**src/rtl/can_tx_scheduler.sv**
```systemverilog
// can_tx_scheduler
//   Picks the pending TX mailbox with the lowest identifier, starts the bit-level
//   transmitter on it, and acts on the outcome. A lost arbitration re-arbitrates
//   from scratch. A bus error retries until the mailbox hits MAX_RETRY. Host load
//   and abort requests are accepted at any time; an abort that targets the frame
//   on the wire is held until the frame ends.
// Ports
//   clock, reset                  rising-edge clock, synchronous active-high reset
//   mb_load/mb_id_in/mb_abort     host mailbox writes and abort requests
//   bus_idle                      a new frame may start
//   tx_done/tx_arb_lost/tx_error  outcome pulses from the serializer
//   tx_start/tx_sel/tx_id         frame start command to the serializer
//   mb_pending/mb_done/mb_failed  per-mailbox status and completion pulses
//   retry_count                   error-retry count of mailbox tx_sel

// can_tx_mb: one mailbox, holding its ID, pending bit, retry counter and
// deferred-abort flag. All decisions that involve the FSM arrive already
// qualified, so this block never looks at the FSM state directly.
module can_tx_mb #(
  parameter int ID_W      = 11,
  parameter int RETRY_W   = 4,
  parameter int MAX_RETRY = 8
) (
  input  logic               clock,
  input  logic               reset,
  input  logic               load,
  input  logic               abort,
  input  logic [ID_W-1:0]    id_in,
  input  logic               busy,     // this mailbox is in START/ACTIVE
  input  logic               ev_done,  // outcomes, priority already resolved
  input  logic               ev_err,
  input  logic               ev_arb,
  output logic [ID_W-1:0]    id,
  output logic               pending,
  output logic [RETRY_W-1:0] retry,
  output logic               done,
  output logic               failed
);
  localparam logic [RETRY_W:0] MAX_V = (RETRY_W+1)'(MAX_RETRY);

  logic             abort_flag;
  logic             abort_eff;
  logic [RETRY_W:0] retry_inc;

  // An abort arriving in the same cycle as the outcome counts as deferred too.
  assign abort_eff = abort_flag | abort;
  // One extra bit so the increment cannot wrap before the limit compare.
  assign retry_inc = {1'b0, retry} + 1'b1;

  always_ff @(posedge clock) begin
    if (reset) begin
      id         <= '0;
      pending    <= 1'b0;
      retry      <= '0;
      abort_flag <= 1'b0;
      done       <= 1'b0;
      failed     <= 1'b0;
    end else begin
      done   <= 1'b0;
      failed <= 1'b0;
      if (busy) begin
        // Loads are ignored while the frame is in flight.
        if (abort) abort_flag <= 1'b1;
        if (ev_done) begin
          pending    <= 1'b0;
          retry      <= '0;
          done       <= 1'b1;
          abort_flag <= 1'b0;
        end else if (ev_err || ev_arb) begin
          abort_flag <= 1'b0;
          if (abort_eff || (ev_err && retry_inc >= MAX_V)) begin
            pending <= 1'b0;
            retry   <= '0;
            failed  <= 1'b1;
          end else if (ev_err) begin
            retry <= retry_inc[RETRY_W-1:0];
          end
        end
      end else begin
        abort_flag <= 1'b0;
        if (abort) begin
          // Abort beats a simultaneous load; only a live frame reports failure.
          if (pending) failed <= 1'b1;
          pending <= 1'b0;
          retry   <= '0;
        end else if (load) begin
          id      <= id_in;
          pending <= 1'b1;
          retry   <= '0;
        end
      end
    end
  end
endmodule

module can_tx_scheduler #(
  parameter int NUM_MB    = 3,
  parameter int SEL_W     = 2,
  parameter int ID_W      = 11,
  parameter int RETRY_W   = 4,
  parameter int MAX_RETRY = 8
) (
  input  logic               clock,
  input  logic               reset,
  input  logic [NUM_MB-1:0]  mb_load,
  input  logic [ID_W-1:0]    mb_id_in,
  input  logic [NUM_MB-1:0]  mb_abort,
  input  logic               bus_idle,
  input  logic               tx_done,
  input  logic               tx_arb_lost,
  input  logic               tx_error,
  output logic               tx_start,
  output logic [SEL_W-1:0]   tx_sel,
  output logic [ID_W-1:0]    tx_id,
  output logic [NUM_MB-1:0]  mb_pending,
  output logic [NUM_MB-1:0]  mb_done,
  output logic [NUM_MB-1:0]  mb_failed,
  output logic [RETRY_W-1:0] retry_count
);
  localparam logic [1:0] S_IDLE   = 2'd0;
  localparam logic [1:0] S_START  = 2'd1;
  localparam logic [1:0] S_ACTIVE = 2'd2;

  logic [1:0]                      state;
  logic [NUM_MB-1:0][ID_W-1:0]     mb_id;
  logic [NUM_MB-1:0][RETRY_W-1:0]  mb_retry;
  logic [NUM_MB-1:0]               busy, ev_done, ev_err, ev_arb, cand;

  logic             best_found;
  logic [SEL_W-1:0] best_sel;
  logic [ID_W-1:0]  best_id;

  logic out_done, out_err, out_arb;

  // Outcome pulses only count in ACTIVE; done > error > arb_lost.
  assign out_done = (state == S_ACTIVE) && tx_done;
  assign out_err  = (state == S_ACTIVE) && !tx_done && tx_error;
  assign out_arb  = (state == S_ACTIVE) && !tx_done && !tx_error && tx_arb_lost;

  // A mailbox being aborted or rewritten this cycle sits out the arbitration,
  // otherwise we could start a frame that is being dropped or a stale ID.
  assign cand = mb_pending & ~mb_abort & ~mb_load;

  for (genvar i = 0; i < NUM_MB; i++) begin : g_mb
    logic sel_i;
    assign sel_i      = (tx_sel == SEL_W'(i));
    assign busy[i]    = (state != S_IDLE) && sel_i;
    assign ev_done[i] = out_done && sel_i;
    assign ev_err[i]  = out_err  && sel_i;
    assign ev_arb[i]  = out_arb  && sel_i;

    can_tx_mb #(
      .ID_W      (ID_W),
      .RETRY_W   (RETRY_W),
      .MAX_RETRY (MAX_RETRY)
    ) u_mb (
      .clock   (clock),
      .reset   (reset),
      .load    (mb_load[i]),
      .abort   (mb_abort[i]),
      .id_in   (mb_id_in),
      .busy    (busy[i]),
      .ev_done (ev_done[i]),
      .ev_err  (ev_err[i]),
      .ev_arb  (ev_arb[i]),
      .id      (mb_id[i]),
      .pending (mb_pending[i]),
      .retry   (mb_retry[i]),
      .done    (mb_done[i]),
      .failed  (mb_failed[i])
    );
  end

  // Lowest ID wins; strict compare in ascending index order gives ties to the
  // lowest index.
  always_comb begin
    best_found = 1'b0;
    best_sel   = '0;
    best_id    = '0;
    for (int i = 0; i < NUM_MB; i++) begin
      if (cand[i] && (!best_found || mb_id[i] < best_id)) begin
        best_found = 1'b1;
        best_sel   = SEL_W'(i);
        best_id    = mb_id[i];
      end
    end
  end

  always_comb begin
    retry_count = '0;
    for (int i = 0; i < NUM_MB; i++)
      if (tx_sel == SEL_W'(i)) retry_count = mb_retry[i];
  end

  always_ff @(posedge clock) begin
    if (reset) begin
      state    <= S_IDLE;
      tx_start <= 1'b0;
      tx_sel   <= '0;
      tx_id    <= '0;
    end else begin
      tx_start <= 1'b0;
      case (state)
        S_IDLE: begin
          if (bus_idle && best_found) begin
            tx_sel   <= best_sel;
            tx_id    <= best_id;
            tx_start <= 1'b1;  // high for exactly the START cycle
            state    <= S_START;
          end
        end
        S_START:  state <= S_ACTIVE;
        S_ACTIVE: if (tx_done || tx_error || tx_arb_lost) state <= S_IDLE;
        default:  state <= S_IDLE;
      endcase
    end
  end
endmodule
```
**config.mk**
```make
export PLATFORM = sky130hd
export DESIGN_NAME = can_tx_scheduler
export DESIGN_NICKNAME = d
export VERILOG_FILES = /design/src/rtl/can_tx_scheduler.sv
export SDC_FILE = /design/constraint.sdc
export NUM_CORES = 1
export LEC_CHECK = 0
export CAP_MARGIN = 15
export CORE_ASPECT_RATIO = 0.5
export CORE_UTILIZATION = 45
export DETAILED_ROUTE_END_ITERATION = 10
export HOLD_SLACK_MARGIN = 0.05
export PLACE_DENSITY = 0.7
export SETUP_SLACK_MARGIN = 0.5
export SYNTH_ARGS = -nofsm -noshare
export SYNTH_HDL_FRONTEND = slang
export SYNTH_SLANG_ARGS = --single-unit
```
**constraint.sdc**
```tcl
create_clock -name clock -period 4.77 [get_ports clock]
set_clock_uncertainty 0.05 [all_clocks]
set_input_delay 0.954 -clock clock [delete_from_list [all_inputs] [get_ports clock]]
set_output_delay 0.954 -clock clock [all_outputs]
set_load 0.05 [all_outputs]
```
## Word-level counts from Yosys, hierarchy flattened

Index checks and enable logic that the tools add are counted.

| operators by class | value |
|---|---|
| $add $sub $neg | 3 |
| magnitude comparators | 5 |
| equality and inequality tests | 15 |
| mux-type cells | 75 |
| bitwise logic cells | 14 |
| reduce and logical (&&, ||, !) cells | 61 |

Operators by type and width:

| operator | count |
|---|---|
| 4-bit 2-to-1 mux | 24 |
| 1-bit 2-to-1 mux | 44 |
| 11-bit 2-to-1 mux | 3 |
| 3-bit AND reduction | 9 |
| 1-bit logical AND | 23 |
| 11-bit less-than comparator | 2 |
| 3-bit != test, second input constant | 6 |
| 4-bit by 1-bit adder with 5-bit output, second input constant | 3 |
| 5-bit by 4-bit greater-or-equal comparator with 1-bit output, second input constant | 3 |
| 4-bit != test, second input constant | 3 |
| 4-bit OR reduction | 3 |
| 1-bit logical OR | 10 |
| 3-bit nonzero test | 3 |
| 2-bit OR reduction | 4 |
| 1-bit inverter | 7 |
| 3-bit AND | 2 |
| 2-bit 2-to-1 mux | 3 |
| 3-bit inverter | 2 |
| 2-bit case mux with 3 select lines | 1 |
| 2-bit by 1-bit == test with 1-bit output, second input constant | 2 |
| 2-bit == test, second input constant | 2 |
| 1-bit logical NOT | 4 |
| 2-bit logical NOT | 2 |
| 2-bit AND reduction | 2 |
| 4 further kinds | 6 |

| storage, ports and cells | value |
|---|---|
| register bits after elaboration | 73 |
| input port bits | 23 |
| logic and storage cells | 195 |

## Logic depth before layout (Yosys ltp)

Gate-level depths: netlist (run 1).

| logic depth | value |
|---|---|
| word-level depth | 15 |
| mapped depth | 21 |
| depth with buffers taken out | 17 |

## By module

A second synthesis (run 1) with hierarchy kept.

| second synthesis, totals | value |
|---|---|
| cells, all modules | 506 |
| area total of the unflattened synthesis | 4211.5 um2 |

Modules (own cells, without submodules):

| module | instances | cells each | area each (um2) |
|---|---|---|---|
| can_tx_mb | 3 | 99 | 850.8 |
| can_tx_scheduler | 1 | 209 | 1659.1 |

## Least setup slack after synthesis (run 1)

Ideal clock, no wire load.

| timing | value |
|---|---|
| path type | input -> register |
| start point | input mb_abort[0] |
| end point | register tx_id[10] |
| arrival time | 4.592 ns |
| slack | 0.049 ns |
| cell stages on the path | 21 |
| buffers on the path | 4 |
| cells stage by stage | nor2_1 > and2_1 > clkbuf_1 > clkbuf_1 > nand2_1 > ha_1 > a211oi_1 > o211ai_1 > a31oi_2 > a22o_2 > buf_4 > a22oi_1 > ha_1 > a21o_1 > a21o_1 > a221oi_2 > nor2b_1 > o21ai_1 > and2_1 > buf_6 > o211ai_1 |

| on the way | value |
|---|---|
| longest elaborated chain between the ends | 14 |
| elaborated cells between the ends (all ways) | 19 |
| classes of those cells | order compare (2); mux (6); bitwise (3); reduce/logical (8) |

RTL lines:

| element | RTL line | source |
|---|---|---|
| start, declared | 107 | `input logic [NUM_MB-1:0] mb_abort,` |
| 3-bit inverter (*) | 142 | `assign cand = mb_pending & ~mb_abort & ~mb_load;` |
| 3-bit AND (*) (2 in series) | 142 |  |
| 11-bit 2-to-1 mux or 1-bit 2-to-1 mux (tied branches) | 181 | `if (cand[i] && (!best_found \|\| mb_id[i] < best_id)) begin` |
| 11-bit less-than comparator or 1-bit logical NOT (tied branches) | 181 |  |
| 1-bit logical OR | 181 |  |
| 1-bit logical AND | 181 |  |
| 11-bit 2-to-1 mux or 1-bit 2-to-1 mux (tied branches) | 181 |  |
| 11-bit less-than comparator or 1-bit logical NOT (tied branches) | 181 |  |
| 1-bit logical OR | 181 |  |
| 1-bit logical AND | 181 |  |
| 1-bit 2-to-1 mux | 181 |  |
| 1-bit logical AND | 205 | `if (bus_idle && best_found) begin` |
| 2-bit AND reduction (no line) | -- |  |
| end signal, assigned | 207 | `tx_id <= best_id;` |
| end, declared | 114 | `output logic [ID_W-1:0] tx_id,` |

Every way passes the cells marked *; elsewhere a longest branch is shown, timed or not.
A chain may end at the register's enable or synchronous reset.

## Final worst setup path (run 1)

| timing | value |
|---|---|
| start point | input mb_abort[0] |
| end point | register tx_id[0] |

Same word-level chain as after synthesis.

==> metrics.csv, run 1 <==
stage,metric,value,unit
critical_path,worst r2r dst,tx_id[0],
place,GP Congestion,0.9091,
floorplan,Die W,135.0,um
critical_path,crit path kind,input pin to flop,
floorplan,DIE HEIGHT,68.51,um
outcome,outcome,finished clean,
critical_path,CP Launch Type,input pin,
place,Setup WS pre-CTS,-0.3830,ns
cts,cts bufs inserted,9,
timing,RSZ-0062 raised after global routing,yes,
global_routing,first-pass GRT wire length,16930,um
power_and_ir_drop,Leak,1.881,nW
cts,CTS Hold Bufs,0,
critical_path,Reg2Reg Depth,19,
yosys,yosys warns,0,
layout,area added between synthesis and finish,30.92,%
timing,Max Freq,231.3,MHz
layout,share of cells above drive strength 1,16.01,%
yosys,sequential area share after synthesis,36.71,%
cts,CTS tree,built,
yosys,"EDFF count, synth",0,
cts,clock-pin slew on the worst setup and hold paths,0.06,ns
yosys,"area leader, netlist",dfxtp_1,
yosys,ranking of synthesized cells by area,"dfxtp_1, ha_1, a21oi_1, nand2_1, nand3b_1",
global_routing,grt ovf,0,
yosys,Mean Syn Cell Area,8.435,sq um
yosys,Netlist cell types,56,
yosys,Mapped Area,0.003981,sq mm
cts,CTS Sinks,73,
timing,Worst Tran Pin Value,0.8924,ns
power_and_ir_drop,power per cell area,303.4,mW/mm^2
detailed_routing,post-route ant nets,0,
cts,Clock Latency Late Sink,0.34,ns
critical_path,crit end category,flop,
critical_path,FF-to-FF setup slack,0.77,ns
detailed_routing,WL final,10410,um
worst_hold_path,Worst Min Path Start,tx_id[0],
detailed_routing,routed via count,3702,
timing,Final Max Slew Viols,0,
yosys,Synth Instances,472,
detailed_routing,Wirelength per Cell,16.19,um
detailed_routing,DRC,0,
critical_path,crit-path max FO,7,
run,max cap viols,0,
floorplan,Core Rows,23,
global_routing,vias in the first global route,3452,
critical_path,Critical R2R Launch,g_mb[0].u_mb.pending,
global_routing,largest net degree at the start of global routing,42,
yosys,most used flip-flop cell after synthesis,dfxtp_1,
timing,Slew HR,40.28,%
timing,crit share post-route,90.65,%
worst_hold_path,Worst Hold Path EP,tx_id[0],
timing,Final WS setup,0.4460,ns
cts,Root Driver,clkbuf_16,
timing,final setup fails,0,
layout,Antenna Cells,0,
critical_path,Critical Path RT,4.99,ns
yosys,Syn Nets,521,
timing,Final Hold Fails,0,
place,hpwl dp,7257,um
floorplan,area of the core,0.008288,sq mm
layout,post-route cell area,0.005213,sq mm
layout,Final #Nets,575,
power_and_ir_drop,maximum ir drop on the vdd rail,0.0001896,V
detailed_routing,via count normalized by instance count,5.757,
cts,H-Tree Depth,3,
timing,post-layout min period,4.324,ns
floorplan,initial core utilization,48.04,%
place,IO buf count,49,
cts,buffer depth of the longest clock path,2,
critical_path,CP arrival,4.54,ns
yosys,post-synth top area share,36.71,%
timing,Hold Worst Slack,0.4083,ns
worst_hold_path,worst hold path type,flop to flop,
detailed_routing,DRT Pass-1 Iters,5,
power_and_ir_drop,overall power,0.001582,W
global_routing,All-Layer GR Usage,23.82,%
yosys,post-synthesis register bit count,73,
place,Placed Area,0.004647,sq mm
floorplan,# IOs,50,
worst_hold_path,Worst Hold Depth,2,
global_routing,initial antenna violation count,0,
detailed_routing,initial DRC count,228,
yosys,asr flop ratio synth,0,%
floorplan,total die area,0.009250,sq mm
cell usage after synthesis, drive strengths merged (3+ instances only):
cell type and instances:
inv 5, nand3b 25, nor3b 6, dfxtp 73
nand2 53, o211ai 11, nor2 44, a211oi 4
nor3 12, ha 26, a21o 3, a31oi 3
a21oi 45, a22oi 11, buf 14, clkbuf 22
mux2i 18, o21ai 13, nand2b 5, o22ai 5
nor2b 4, nand4b 10, nand3 29
metal layers:
| layer | up-vias | track usage (%) | wire, um |
|---|---|---|---|
| met5 | - | 0 | 0 |
| met4 | 0 | 9.129 | 144 |
| met3 | 15 | 5.482 | 533 |
| met2 | 105 | 40.46 | 4768 |
| met1 | 1762 | 30.06 | 4963 |
| li1 | 1820 | - | - |
cells in the final DEF, fill, tap and decap left out, types with 7 or more instances in the layout:
| master | n |
|---|---|
| mux2i_1 | 18 |
| clkbuf_16 | 9 |
| a21oi_1 | 42 |
| buf_4 | 23 |
| nand3b_1 | 25 |
| a22oi_1 | 8 |
| o211ai_1 | 11 |
| o21ai_0 | 7 |
| dfxtp_1 | 73 |
| nand4b_1 | 10 |
| nor3_1 | 12 |
| ha_1 | 23 |
| clkdlybuf4s50_1 | 46 |
| nand2_1 | 50 |
| nand3_1 | 28 |
| nor2_1 | 42 |
worst max-delay path: stages:
cell and delay [ns]:
buf_8 0.11, nor2_4 0.10, and2_4 0.19, buf_12 0.13
nand2_4 0.05, ha_4 0.22, a211oi_2 0.25, o211ai_1 0.17
a31oi_4 0.25, a22o_2 0.25, a22oi_1 0.12, ha_1 0.33
nand4_1 0.20, o311ai_4 0.37, a221oi_4 0.08, buf_4 0.15
buf_4 0.12, nor2_1 0.08, nor2_1 0.04, a211o_1 0.28
a21oi_1 0.11
repair_timing:
item | 4_1_cts | 5_1_grt
pin swaps | 9 | 25
setup endpoints to repair | 13 | 13
resized for setup | 26 | 21
buffers inserted | 3 | 1
gates cloned | 4 | 1
area by class of cell:
class / count / area, sq um
fill: 725 / 3075
tap: 112 / 140.1
timing repair buffer: 77 / 745.7
clock buffer: 11 / 252.7
clock inverter: 5 / 77.57
multi-input combinational: 360 / 2516
inverter: 5 / 18.77
sequential: 73 / 1461
where the power goes:
| part | total (W) | internal, W | leakage, nW | switching [W] |
|---|---|---|---|---|
| Combinational | 0.000188 | 0.0000802 | 1.13 | 0.000108 |
| Clock | 0.000748 | 0.000484 | 0.162 | 0.000264 |
| Sequential | 0.000645 | 0.000627 | 0.593 | 0.0000185 |
| Total | 0.00158 | 0.00119 | 1.88 | 0.000390 |
stage by stage:
step                std cells  utilization, %  setup TNS [ns]
detailed placement        618           56.07          -4.326
global route              643           62.89               0
floorplan                 472               -               0
global placement          618           56.07          -2.679
finish                    643           62.89               0
CTS                       641           61.46               0
worst max path at each step:
stage,start,end,slack (ns),depth (start not counted)
after floorplan,mb_abort[0],tx_id[1],0.46,21
after global placement,mb_abort[0],tx_sel[1],-0.28,19
after detailed placement,mb_abort[0],tx_id[3],-0.38,18
after CTS,mb_load[0],tx_sel[1],0.50,20
after global routing,mb_abort[0],tx_id[3],0.27,21
final,mb_abort[0],tx_id[0],0.45,21
cells by family (layout without fill, tap and decap cells):
logic type | after synthesis | after routing | share of synthesized area, %
and+or+nand+nor | 201 | 202 | 26.81
DFF | 73 | 73 | 36.71
muxes | 18 | 18 | 4.525
adders and majority gates | 26 | 26 | 8.171
xor gates and xnor gates | 2 | 2 | 0.4401
AOI/OAI and AO/OA | 111 | 112 | 18.29
buffers and inverters | 41 | 98 | 5.060
registers in the layout (all words and copies together) (netlist names):
name and count:
g_mb.u_mb.abort_flag 3, g_mb.u_mb.done 3, g_mb.u_mb.retry 12, tx_id 11
tx_start 1, state 2, g_mb.u_mb.failed 3, g_mb.u_mb.id 33
g_mb.u_mb.pending 3, tx_sel 2
(Power assumes the default switching activity.)
==> inputs of run 2 (changes only) <==
--- a/config.mk
+++ b/config.mk
@@ -7,11 +7,12 @@
 export LEC_CHECK = 0
 export CAP_MARGIN = 15
 export CORE_ASPECT_RATIO = 0.5
-export CORE_UTILIZATION = 45
+export CORE_UTILIZATION = 50
 export DETAILED_ROUTE_END_ITERATION = 10
 export HOLD_SLACK_MARGIN = 0.05
-export PLACE_DENSITY = 0.7
+export PLACE_DENSITY = 0.77
 export SETUP_SLACK_MARGIN = 0.5
+export SKIP_CTS_REPAIR_TIMING = 1
 export SYNTH_ARGS = -nofsm -noshare
 export SYNTH_HDL_FRONTEND = slang
 export SYNTH_SLANG_ARGS = --single-unit
==> metrics.csv, run 2 (synthesis gave the netlist of run 1 again) <==
stage,metric,value,unit
layout,"commonest non-fill, non-tap cell in the layout",dfxtp_1,
floorplan,total die area,0.008345,sq mm
timing,crit share post-route,92.18,%
floorplan,Die W,128.2,um
timing,Final Max Slew Viols,0,
layout,area added between synthesis and finish,28.44,%
detailed_routing,Wirelength per Cell,16.28,um
timing,Worst Tran Pin Value,0.8678,ns
cts,CTS tree,built,
critical_path,crit path kind,input pin to flop,
global_routing,first-pass GRT wire length,16440,um
cts,buffer depth of the longest clock path,2,
layout,Largest regs,"g_mb.u_mb.id: 33 flops, g_mb.u_mb.retry: 12 flops, tx_id: 11 flops",
layout,Final #Nets,574,
detailed_routing,initial DRC count,233,
timing,final setup fails,0,
global_routing,vias in the first global route,3428,
layout,area of the multi-input gates,0.002511,sq mm
worst_hold_path,Worst Min Path Start,tx_id[0],
layout,"Most flops, register",g_mb.u_mb.id,
layout,most frequent cells in the layout,"dfxtp_1, nand2_1, clkdlybuf4s50_1, a21oi_1, nor2_1",
place,hpwl dp,6927,um
layout,Antenna Cells,0,
critical_path,Critical R2R Launch,g_mb[0].u_mb.pending,
floorplan,DIE HEIGHT,65.10,um
detailed_routing,via count normalized by instance count,5.892,
critical_path,"Largest delay share family, worst path",compound AO/OA/AOI/OAI gates,
global_routing,initial antenna violation count,0,
global_routing,grt ovf,0,
outcome,outcome,finished clean,
power_and_ir_drop,power per cell area,280.6,mW/mm^2
cts,Root Driver,clkbuf_16,
critical_path,CP arrival,4.61,ns
detailed_routing,routed via count,3753,
critical_path,crit-path max FO,7,
critical_path,FF-to-FF setup slack,0.77,ns
critical_path,Reg2Reg Depth,18,
cts,H-Tree Depth,3,
power_and_ir_drop,overall power,0.001435,W
worst_hold_path,Worst Hold Path EP,tx_id[0],
floorplan,# IOs,50,
worst_hold_path,worst hold path type,flop to flop,
run,max cap viols,0,
detailed_routing,DRC,0,
floorplan,Core Rows,22,
place,GP Congestion,0.8556,
layout,Fill cells,614,
cts,Clock Latency Late Sink,0.33,ns
critical_path,Critical Path RT,4.98,ns
critical_path,Crit path largest cell delay,0.33,ns
timing,Max Freq,227.4,MHz
critical_path,crit-path cells,buf_8 > nor2_4 > and2_4 > buf_12 > nand2_4 > ha_4 > a211oi_2 > o211ai_1 > a31oi_4 > a21oi_2 > buf_6 > a22oi_2 > ha_1 > a21o_1 > a21o_1 > a221oi_4 > a21oi_2 > buf_4 > a211o_1 > a21oi_1,
timing,post-layout min period,4.397,ns
critical_path,CP bufs+invs,4,
power_and_ir_drop,Leak,1.838,nW
timing,RSZ-0062 raised after global routing,yes,
floorplan,area of the core,0.007515,sq mm
critical_path,slowest stage cell on the critical path,a221oi_4,
cts,cts bufs inserted,9,
global_routing,largest net degree at the start of global routing,48,
layout,final core utilization,68.05,%
layout,max FFs per register,33,
critical_path,worst r2r dst,tx_id[0],
timing,Final Hold Fails,0,
place,IO buf count,49,
detailed_routing,DRT Pass-1 Iters,5,
power_and_ir_drop,maximum ir drop on the vdd rail,0.0002050,V
cts,clock-pin slew on the worst setup and hold paths,0.05,ns
critical_path,crit end category,flop,
detailed_routing,WL final,10370,um
worst_hold_path,Worst Hold Depth,2,
timing,Hold Worst Slack,0.4239,ns
global_routing,All-Layer GR Usage,25.26,%
cts,CTS Sinks,73,
detailed_routing,post-route ant nets,0,
layout,share of cells above drive strength 1,14.93,%
critical_path,CP Launch Type,input pin,
layout,Reg area,0.001461,sq mm
floorplan,initial core utilization,52.98,%
timing,Slew HR,41.93,%
## run 2: cell count changes in the layout (fill, tap and decap cells not counted), moves of 2 or more
| cell | previous run | this run |
|---|---|---|
| clkbuf_1 | 0 | 5 |
| a22oi_2 | 3 | 7 |
| bufinv_16 | 2 | 0 |
| a22oi_1 | 8 | 4 |
| clkinv_2 | 2 | 0 |
## run 2: final cells by class
cell class,count,share of cell area (%)
tap,108,2.643
inverter,5,0.3670
clock buffer,15,5.040
multi-input combinational,360,49.11
sequential,73,28.58
timing repair buffer,76,14.26
## run 2: metrics by stage
step / setup slack, ns / TNS, ns / cells / area, sq um
global placement: -0.2485 / -2.343 / 615 / 4649
detailed placement: -0.3279 / -3.498 / 615 / 4649
finish: 0.3731 / 0 / 637 / 5114
CTS: -0.009481 / -0.009481 / 630 / 4907
floorplan: 0.4563 / 0 / 472 / 4049
global route: 0.2070 / 0 / 637 / 5114
## run 2: worst max-delay path by stage
stage	start	end	cells after the start
global placement	mb_abort[0]	tx_sel[1]	19
finish	mb_load[0]	tx_id[0]	20
CTS	mb_abort[0]	tx_sel[1]	19
detailed placement	mb_abort[0]	tx_sel[1]	19
global route	mb_load[0]	tx_id[4]	21
floorplan	mb_abort[0]	tx_id[1]	21
## run 2: metal layers
layer  up-vias  wire, um  global-route usage, %
met5         -         0                      0
met4         0       197                  8.235
met3        21       506                  6.107
met2       120      4694                  40.74
met1      1784      4974                  33.40
li1       1828         -                      -
## run 2: worst min-delay path: stages (launching register included)
cell	delay (ns)
dfxtp_1	0.31
nand2_1	0.06
a21oi_1	0.06
## run 2: report_power, final
group	total (W)	internal (W)	switching, W	leakage, nW
logic	0.000187	0.0000796	0.000108	1.12
registers	0.000646	0.000627	0.0000186	0.593
clock network	0.000602	0.000364	0.000238	0.124
total	0.00143	0.00107	0.000364	1.84
